### config.mk
export PLATFORM = sky130hd
export DESIGN_NAME = axi_line_master
export DESIGN_NICKNAME = d
export VERILOG_FILES = /design/src/rtl/axi_line_master.sv
export SDC_FILE = /design/constraint.sdc
export NUM_CORES = 1
export LEC_CHECK = 0
export CAP_MARGIN = 20
export CORE_AREA = 4 4 429 431
export DETAILED_ROUTE_END_ITERATION = 7
export DIE_AREA = 0 0 433 435
export GPL_TIMING_DRIVEN = 0
export MAX_ROUTING_LAYER = met4
export PLACE_DENSITY_LB_ADDON = 0.12
export SLEW_MARGIN = 20
export SYNTH_ARGS = -nofsm -noshare
export SYNTH_HDL_FRONTEND = slang
export SYNTH_SLANG_ARGS = --single-unit
### constraint.sdc
create_clock -name clk -period 6 [get_ports clk]
set_clock_uncertainty 0.2 [all_clocks]
set_input_delay 1.5 -clock clk [delete_from_list [all_inputs] [get_ports clk]]
set_output_delay 1.5 -clock clk [all_outputs]
set_load 0.03 [all_outputs]
### src/rtl/axi_line_master.sv
// axi_line_master: arbitrates two cache clients onto single-beat AXI-lite read/write transactions
module axi_line_master #(
  parameter logic [2:0] AXI_PROT = 3'b000
) (
  input  logic         clk,
  input  logic         rst,
  input  logic         c0_req_valid,
  output logic         c0_req_ready,
  input  logic         c0_req_write,
  input  logic [63:0]  c0_req_addr,
  input  logic [127:0] c0_req_wdata,
  input  logic [15:0]  c0_req_wstrb,
  output logic         c0_rsp_valid,
  output logic [127:0] c0_rsp_rdata,
  output logic [1:0]   c0_rsp_resp,
  input  logic         c1_req_valid,
  output logic         c1_req_ready,
  input  logic         c1_req_write,
  input  logic [63:0]  c1_req_addr,
  input  logic [127:0] c1_req_wdata,
  input  logic [15:0]  c1_req_wstrb,
  output logic         c1_rsp_valid,
  output logic [127:0] c1_rsp_rdata,
  output logic [1:0]   c1_rsp_resp,
  input  logic         axi_readAddr_ready,
  output logic         axi_readAddr_valid,
  output logic [63:0]  axi_readAddr_bits_addr,
  output logic [2:0]   axi_readAddr_bits_prot,
  input  logic         axi_readData_valid,
  output logic         axi_readData_ready,
  input  logic [127:0] axi_readData_bits_data,
  input  logic [1:0]   axi_readData_bits_resp,
  input  logic         axi_writeAddr_ready,
  output logic         axi_writeAddr_valid,
  output logic [63:0]  axi_writeAddr_bits_addr,
  output logic [2:0]   axi_writeAddr_bits_prot,
  input  logic         axi_writeData_ready,
  output logic         axi_writeData_valid,
  output logic [127:0] axi_writeData_bits_data,
  output logic [15:0]  axi_writeData_bits_strb,
  input  logic         axi_writeResp_valid,
  output logic         axi_writeResp_ready,
  input  logic [1:0]   axi_writeResp_bits
);
  typedef enum logic [2:0] {IDLE, AR, R, AW, W, B, RSP} state_t;
  state_t state;
  logic last_grant, grant, accept, sel_write;
  logic [63:0] addr;
  logic [127:0] wdata, rdata;
  logic [15:0] wstrb;
  logic [1:0] resp;
  always_comb begin
    grant = (c0_req_valid && c1_req_valid) ? !last_grant : c1_req_valid;
    accept = state == IDLE && (c0_req_valid || c1_req_valid);
    sel_write = grant ? c1_req_write : c0_req_write;
  end
  assign c0_req_ready = accept && !grant;
  assign c1_req_ready = accept && grant;
  always_ff @(posedge clk) begin
    if (rst) begin
      state <= IDLE;
      last_grant <= 1'b1;
      addr <= '0;
      wdata <= '0;
      wstrb <= '0;
      rdata <= '0;
      resp <= '0;
    end else begin
      case (state)
        IDLE: if (accept) begin
          last_grant <= grant;
          addr <= (grant ? c1_req_addr : c0_req_addr) & ~64'hF;
          wdata <= grant ? c1_req_wdata : c0_req_wdata;
          wstrb <= grant ? c1_req_wstrb : c0_req_wstrb;
          state <= sel_write ? AW : AR;
        end
        AR: if (axi_readAddr_ready) state <= R;
        R: if (axi_readData_valid) begin
          rdata <= axi_readData_bits_data;
          resp <= axi_readData_bits_resp;
          state <= RSP;
        end
        AW: if (axi_writeAddr_ready) state <= W;
        W: if (axi_writeData_ready) state <= B;
        B: if (axi_writeResp_valid) begin
          rdata <= '0;
          resp <= axi_writeResp_bits;
          state <= RSP;
        end
        default: state <= IDLE;
      endcase
    end
  end
  // Channel controls decode the registered state only, so no AXI input reaches an AXI output.
  assign axi_readAddr_valid = state == AR;
  assign axi_readData_ready = state == R;
  assign axi_writeAddr_valid = state == AW;
  assign axi_writeData_valid = state == W;
  assign axi_writeResp_ready = state == B;
  assign axi_readAddr_bits_addr = addr;
  assign axi_writeAddr_bits_addr = addr;
  assign axi_readAddr_bits_prot = AXI_PROT;
  assign axi_writeAddr_bits_prot = AXI_PROT;
  assign axi_writeData_bits_data = wdata;
  assign axi_writeData_bits_strb = wstrb;
  assign c0_rsp_valid = state == RSP && !last_grant;
  assign c1_rsp_valid = state == RSP && last_grant;
  assign c0_rsp_rdata = rdata;
  assign c1_rsp_rdata = rdata;
  assign c0_rsp_resp = resp;
  assign c1_rsp_resp = resp;
endmodule
==> results of run 1 <==
registers in the layout, summed over array words and instances (netlist names):
register                 count
axi_writeData_bits_data    128
c0_rsp_resp                  2
c0_rsp_rdata               128
axi_writeData_bits_strb     16
state                        3
axi_readAddr_bits_addr      60
last_grant                   1
worst register-to-register path, stage by stage, from the launching register on:
cell and delay (ns):
dfxtp_1 0.32, clkbuf_1 0.22, nor3_1 0.44, and2_1 0.19
buf_2 0.53, buf_2 0.41, clkbuf_1 0.66, a222oi_1 0.17
nor2_1 0.14
what timing repair did:
item | 4_1_cts | 5_1_grt
hold buffers | 0 | 0
gates resized for setup | 0 | 0
setup buffers | 1 | 0
setup endpoints to repair | 2 | 0
report_power, final:
part           switching (mW)  internal, mW
Combinational            4.69          3.20
Sequential              0.633          2.90
Clock                    1.32          1.88
Total                    6.64          7.97
final cells by class:
cell class | instances | share of cell area
timing repair buffer | 1084 | 0.366
clock buffer | 76 | 0.0524
sequential | 338 | 0.228
antenna | 56 | 0.00473
tap | 2370 | 0.100
buffer | 354 | 0.0737
multi-input combinational | 856 | 0.168
clock inverter | 16 | 0.00621
inverter | 3 | 0.000380
worst max path at each step:
stage	to	slack [ns]	cells past startpoint
after CTS	c1_req_ready	0.14	5
after global placement	c0_req_ready	-0.46	5
after detailed placement	c1_req_ready	-0.37	6
after floorplan	c1_req_ready	1.72	4
after global routing	c1_req_ready	0.06	5
final	c1_req_ready	0.24	5
metal layers:
layer | wire length, microns | vias up | share of wire | track usage
li1 | - | 7866 | - | -
met5 | 0 | - | 0 | -
met3 | 11600 | 138 | 0.091 | 0.0465
met1 | 46700 | 8143 | 0.37 | 0.139
met4 | 2920 | 0 | 0.023 | 0.0422
met2 | 66700 | 814 | 0.52 | 0.235
cell usage in the layout (no fill, tap or decap), types with 2 or more instances in the layout:
| cell type | synthesis | final |
|---|---|---|
| a211o_1 | 2 | 2 |
| a21oi_1 | 129 | 129 |
| a222oi_1 | 204 | 204 |
| a311oi_1 | 2 | 2 |
| buf_1 | 7 | 7 |
| buf_2 | 40 | 41 |
| buf_4 | 213 | 214 |
| bufinv_16 | 0 | 2 |
| clkbuf_1 | 95 | 99 |
| clkbuf_16 | 0 | 53 |
| clkbuf_2 | 0 | 4 |
| clkbuf_8 | 0 | 14 |
| clkdlybuf4s50_1 | 0 | 1082 |
| clkinv_2 | 0 | 7 |
| clkinv_4 | 0 | 2 |
| conb_1 | 1 | 14 |
| dfxtp_1 | 338 | 338 |
| diode_2 | 0 | 56 |
| inv_1 | 3 | 3 |
| inv_6 | 0 | 2 |
| mux2i_1 | 2 | 2 |
| nand2_1 | 134 | 134 |
| nand2b_1 | 3 | 3 |
| nand3_1 | 129 | 129 |
| nand3b_1 | 2 | 2 |
| nor2_1 | 211 | 211 |
| or4_1 | 2 | 2 |
cells by family after synthesis:
family / count (synthesis) / synth area share
compound gates: 346 / 0.201
fa+ha+maj: 1 / 0.000901
buf+inv: 358 / 0.158
flops: 338 / 0.487
mux: 3 / 0.00225
other cells: 1 / 0.000270
simple gates: 492 / 0.150
==> summary.md, run 1 <==
| Metric | Value |
|---|---|
| Outcome | `finished with violations` |
| Violated checks | `DRC` |
| Die span in x | `~430 microns` |
| Global-route wire length before repair | `about 170 mm` |
| Detail Placement HPWL | `roughly 110 mm` |
| Most frequent cells after synthesis | `338 x dfxtp_1, 213 x buf_4, 211 x nor2_1, 204 x a222oi_1, 134 x nand2_1` |
| Worst Max-Slew Pin Slew | `0.913 ns` |
| Largest fanout on the critical path | `17` |
| CTS tree | `yes` |
| Longest Clk Path Bufs | `3` |
| Data arrival, critical path | `between 4 and 5 ns` |
| Post-synthesis sequential area ratio | `0.487` |
| Worst supply voltage drop on vdd | `0.000193 V` |
| CTS buffer count | `52` |
| Number of enable-type register cells in the synthesized netlist | `0` |
| Worst-case hold path end point | `c0_rsp_rdata[71]$_SDFFE_PP0P_` |
| Design Power | `14.6 mW` |
| Number of global-route vias before repair | `17,474` |
| Required time of the critical path | `approximately 4.3 ns` |
| Critical register-to-register path startpoint | `state[2]$_SDFFE_PP0P_` |
| Final period demand of the worst path | `roughly 5.8 ns` |
| Placed Instances | `around 5,000` |
| Average instance area after synthesis | `~9.0 sq um` |
| Cell occurring most often along the worst timing path | `clkdlybuf4s50_1` |
| Number of antenna violations at the first check in global routing | `between 80 and 90` |
| Placement-stage worst setup slack | `-0.368 ns` |
| Timing-limited maximum frequency | `0.173 GHz` |
| CP Capture Type | `output pin` |
| Share of Yosys cell area claimed by the top area cell type | `0.487` |
| Post-CTS clock slew at the launch and capture registers of the worst setup and hold paths | `0.05 ns` |
| Insertion delay to the later sink of the worst-skew pair | `roughly 0.63 ns` |
| Routed wire length | `about 130 mm` |
| Count of final setup violators | `0` |
| Layout Utilization | `0.164` |
| Final routed wire length divided by cell count | `about 25 microns` |
| Total Die Area | `around 190,000 sq um` |
| Max capacitance violation total | `0` |
| Number of buffers added on ports | `between 1,000 and 1,500` |
| Fin worst setup slack | `0.235 ns` |
| Launching instance or port of the critical path | `c1_req_valid` |
| Kind of critical path | `in -> out` |
| Post-Syn Area | `13,900 sq um` |
| Die H | `approximately 440 microns` |
| Fraction of registers with async set/reset | `0` |
| Layout overhead on the synthesized area | `113%` |
| Commonest register cell after synthesis | `dfxtp_1` |
| Nets | `about 3,200` |
| Number of detailed-routing iterations run before antenna repair | `8` |
| Sum of negative setup slack | `0 ns` |
| Cell type contributing the most total cell area after synthesis | `dfxtp_1` |
| Starting density of the core | `0.0771` |
| Worst Path Buf+Inv | `3` |
| Sequential cell area | `between 6000 and 7000 sq um` |
| RSZ-0062 raised after global routing | `no` |
| Placeable core area | `approximately 180,000 sq um` |
| Final hold violation count | `0` |
| Share of post-route cells with drive strength above 1 | `0.128` |
| Critical register-to-register path endpoint | `axi_writeData_bits_data[48]$_SDFFE_PP0P_` |
| Cell count after synthesis | `1,539` |
| Global placement routability congestion | `a little under 0.8` |
| Static leakage power | `approximately 10 nW` |
| Most frequent cell after synthesis | `dfxtp_1` |
| PwrDens | `just under 500 nW/um^2` |
| Syn. warnings | `0` |
| Category of cells accounting for the largest share of critical-path delay | `buffers and inverters` |
| Largest net degree at the start of global routing | `18` |
| Via-per-instance ratio | `3.29` |
| Number of H-tree branching levels | `2` |
| Final std cells w/o fill | `around 5,000` |
| Max stage delay cell, worst path | `clkdlybuf4s50_1` |
| Max-slew violation count | `0` |
| Area contributors post-synth | `dfxtp_1 49%, a222oi_1 15%, buf_4 12%, nor2_1 5.7%, a21oi_1 4.6%` |
| Clock Sink Count | `338` |
| DRT iter0 DRCs | `about 1,700` |
| Global routing usage summed across all routing layers | `0.134` |
| Worst path max stage delay | `~0.80 ns` |
| Cell Area, Placed | `between 20,000 and 30,000 sq um` |
| Reg-to-reg setup timing slack | `2.68 ns` |
| Startpoint Class | `input pin` |
| Overall via count from detail_route | `roughly 17,000` |
| Area taken by multi-input logic gates | `4980 sq um` |
| Worst hold-check slack | `approximately 0.27 ns` |
| Class of the worst hold path | `reg -> reg` |
| Antenna violation net count after detailed routing | `0` |
| Cell row count | `approximately 160` |
| Flip-flop and latch count after synthesis | `338` |
| Detailed-route DRC error count | `2` |
| Grt ovf | `0` |
| Period utilisation layout | `0.961` |
| FILL cells | `roughly 20,000` |
| # IOs | `about 1,100` |
| Hold Path Origin | `c0_rsp_rdata[71]$_SDFFE_PP0P_` |
| Ordered list of cells on the worst path | `clkdlybuf4s50_1 -> a21boi_0 -> and2_1 -> buf_2 -> clkdlybuf4s50_1` |
| Number of different library cells in the post-synthesis netlist | `40` |
| Worst slew slack as a fraction of its limit | `0.391` |
| Root Buffer | `clkbuf_16` |
| Worst hold path cell count | `2` |
| Final design instance area without fill | `29,600 sq um` |
| Count of cells along the worst register-to-register path | `8` |
(Power assumes the default switching activity.)
==> inputs of run 2 (changes only) <==
- PLACE_DENSITY_LB_ADDON: 0.12 -> unset
==> run 2 against run 1 <==
Compared with the run above: the run now ends clean; critical path type unchanged; register-to-register slack got worse by 0.22 ns; critical endpoint is now c0_req_ready; largest power group unchanged; core utilization fell by 0.10 points; clock power fell by 9.7%; sequential cell count did not move.
==> summary.md, run 2 (same netlist as run 1, synthesis figures left out) <==
| Metric | Value |
|---|---|
| Overall via count from detail_route | `between 15,000 and 20,000` |
| Post-CTS clock slew at the launch and capture registers of the worst setup and hold paths | `about 0.06 ns` |
| Global-route wire length before repair | `198 mm` |
| Insertion delay to the later sink of the worst-skew pair | `approximately 0.65 ns` |
| Layout overhead on the synthesized area | `112%` |
| Most frequent cells in the layout | `1,082 x clkdlybuf4s50_1, 338 x dfxtp_1, 214 x buf_4` |
| Data arrival, critical path | `around 4.2 ns` |
| Number of antenna violations at the first check in global routing | `~120` |
| Final period demand of the worst path | `between 5 and 6 ns` |
| Total Die Area | `~190,000 sq um` |
| Nets | `3,245` |
| Grt ovf | `0` |
| Largest net degree at the start of global routing | `18` |
| Final routed wire length divided by cell count | `between 30 and 40 microns` |
| RSZ-0062 raised after global routing | `no` |
| Count of final setup violators | `0` |
| Fin worst setup slack | `0.132 ns` |
| Static leakage power | `approximately 10 nW` |
| Longest Clk Path Bufs | `3` |
| Class of the worst hold path | `reg -> reg` |
| Number of global-route vias before repair | `about 18,000` |
| Die span in x | `433 microns` |
| Number of detailed-routing iterations run before antenna repair | `8` |
| # IOs | `between 1,000 and 1,500` |
| PwrDens | `~500 nW/um^2` |
| Global placement routability congestion | `0.977` |
| Reg-to-reg setup timing slack | `between 2 and 2.5 ns` |
| Clock Sink Count | `between 300 and 400` |
| Routed wire length | `160 mm` |
| Max-slew violation count | `0` |
| Required time of the critical path | `about 4.3 ns` |
| Share of post-route cells with drive strength above 1 | `0.126` |
| Die H | `435 microns` |
| Starting density of the core | `0.0771` |
| Timing-limited maximum frequency | `0.170 GHz` |
| Antenna violation net count after detailed routing | `0` |
| Placement-stage worst setup slack | `-0.299 ns` |
| FILL cells | `approximately 20,000` |
| Final hold violation count | `0` |
| DRT iter0 DRCs | `2,376` |
| Detailed-route DRC error count | `0` |
| Period utilisation layout | `0.978` |
| Cell row count | `around 160` |
| CTS tree | `yes` |
| Max capacitance violation total | `0` |
| Outcome | `complete, no violations` |
| Most common cell after layout, fill and taps aside | `clkdlybuf4s50_1` |
| Worst Max-Slew Pin Slew | `1.13 ns` |
| Global routing usage summed across all routing layers | `0.167` |
| Cell Area, Placed | `~28,000 sq um` |
| Root Buffer | `clkbuf_16` |
| Detail Placement HPWL | `141 mm` |
| Kind of critical path | `in -> out` |
| Worst supply voltage drop on vdd | `0.000209 V` |
| CTS buffer count | `47` |
| Worst slew slack as a fraction of its limit | `0.248` |
| Largest fanout on the critical path | `10` |
| Placeable core area | `about 180,000 sq um` |
| Final design instance area without fill | `just under 30,000 sq um` |
| CP Capture Type | `output pin` |
| Startpoint Class | `input pin` |
| Sum of negative setup slack | `0 ns` |
| Via-per-instance ratio | `between 3 and 4` |
| Number of H-tree branching levels | `2` |
| Number of buffers added on ports | `1,082` |
run 2: changes by cell type in the layout (fill, tap and decap cells not counted), sizes merged:
| cell | previous run | this run |
|---|---|---|
| buf | 262 | 263 |
| clkbuf | 170 | 152 |
| clkinv | 11 | 10 |
| clkinvlp | 1 | 5 |
| diode | 56 | 53 |
| inv | 5 | 6 |
run 2: timing repair:
item	CTS	global route
buffers inserted	1	0
gates resized for setup	0	0
setup endpoints to repair	2	0
hold buffers	0	0
run 2: critical path, stage by stage:
cell	delay (ns)
clkdlybuf4s50_1	0.53
a21boi_0	0.26
nor3b_4	0.44
clkbuf_1	0.60
clkdlybuf4s50_1	0.82
run 2: final cells by class:
| cell class | count | area, sq um | area share |
|---|---|---|---|
| clock buffer | 58 | 1290 | 0.0438 |
| clock inverter | 20 | 231 | 0.00786 |
| sequential | 338 | 6770 | 0.230 |
| tap | 2370 | 2970 | 0.101 |
| inverter | 3 | 11.3 | 0.000382 |
| antenna | 53 | 133 | 0.00450 |
| multi-input combinational | 856 | 4980 | 0.169 |
| buffer | 354 | 2180 | 0.0742 |
| timing repair buffer | 1085 | 10900 | 0.369 |
run 2: worst paths after layout:
| kind | startpoint | end | cells after the start |
|---|---|---|---|
| worst max register to register | last_grant$_SDFFE_PP1P_ | axi_writeData_bits_data[13]$_SDFFE_PP0P_ | 7 |
| worst min-delay path | c0_rsp_rdata[57]$_SDFFE_PP0P_ | c0_rsp_rdata[57]$_SDFFE_PP0P_ | 2 |
| worst min register to register | c0_rsp_rdata[57]$_SDFFE_PP0P_ | c0_rsp_rdata[57]$_SDFFE_PP0P_ | 2 |
| worst max-delay path | c0_req_valid | c0_req_ready | 5 |
run 2: metal layers:
metal / global-route usage / routed length, microns / vias to the layer above
li1: - / - / 7854
met1: 0.170 / 56000 / 8938
met2: 0.305 / 82500 / 1231
met3: 0.0494 / 14100 / 259
met4: 0.0520 / 7090 / 0
met5: - / 0 / -
run 2: per-stage QoR:
stage                     cells  hold slack [ns]  power [mW]   util
after global routing       5128            0.299        15.5  0.163
after global placement     5004            0.259        12.1  0.154
final                      5137            0.265        14.9  0.163
after detailed placement   5006            0.259        12.2  0.154
after floorplan            1552            0.269        7.67      -
after CTS                  5084            0.267        15.2  0.163
run 2: report_power, final:
| group | internal (mW) | switching (mW) |
|---|---|---|
| Sequential | 2.90 | 0.881 |
| Clock | 1.62 | 1.26 |
| Combinational | 3.20 | 5.08 |
| Total | 7.71 | 7.22 |
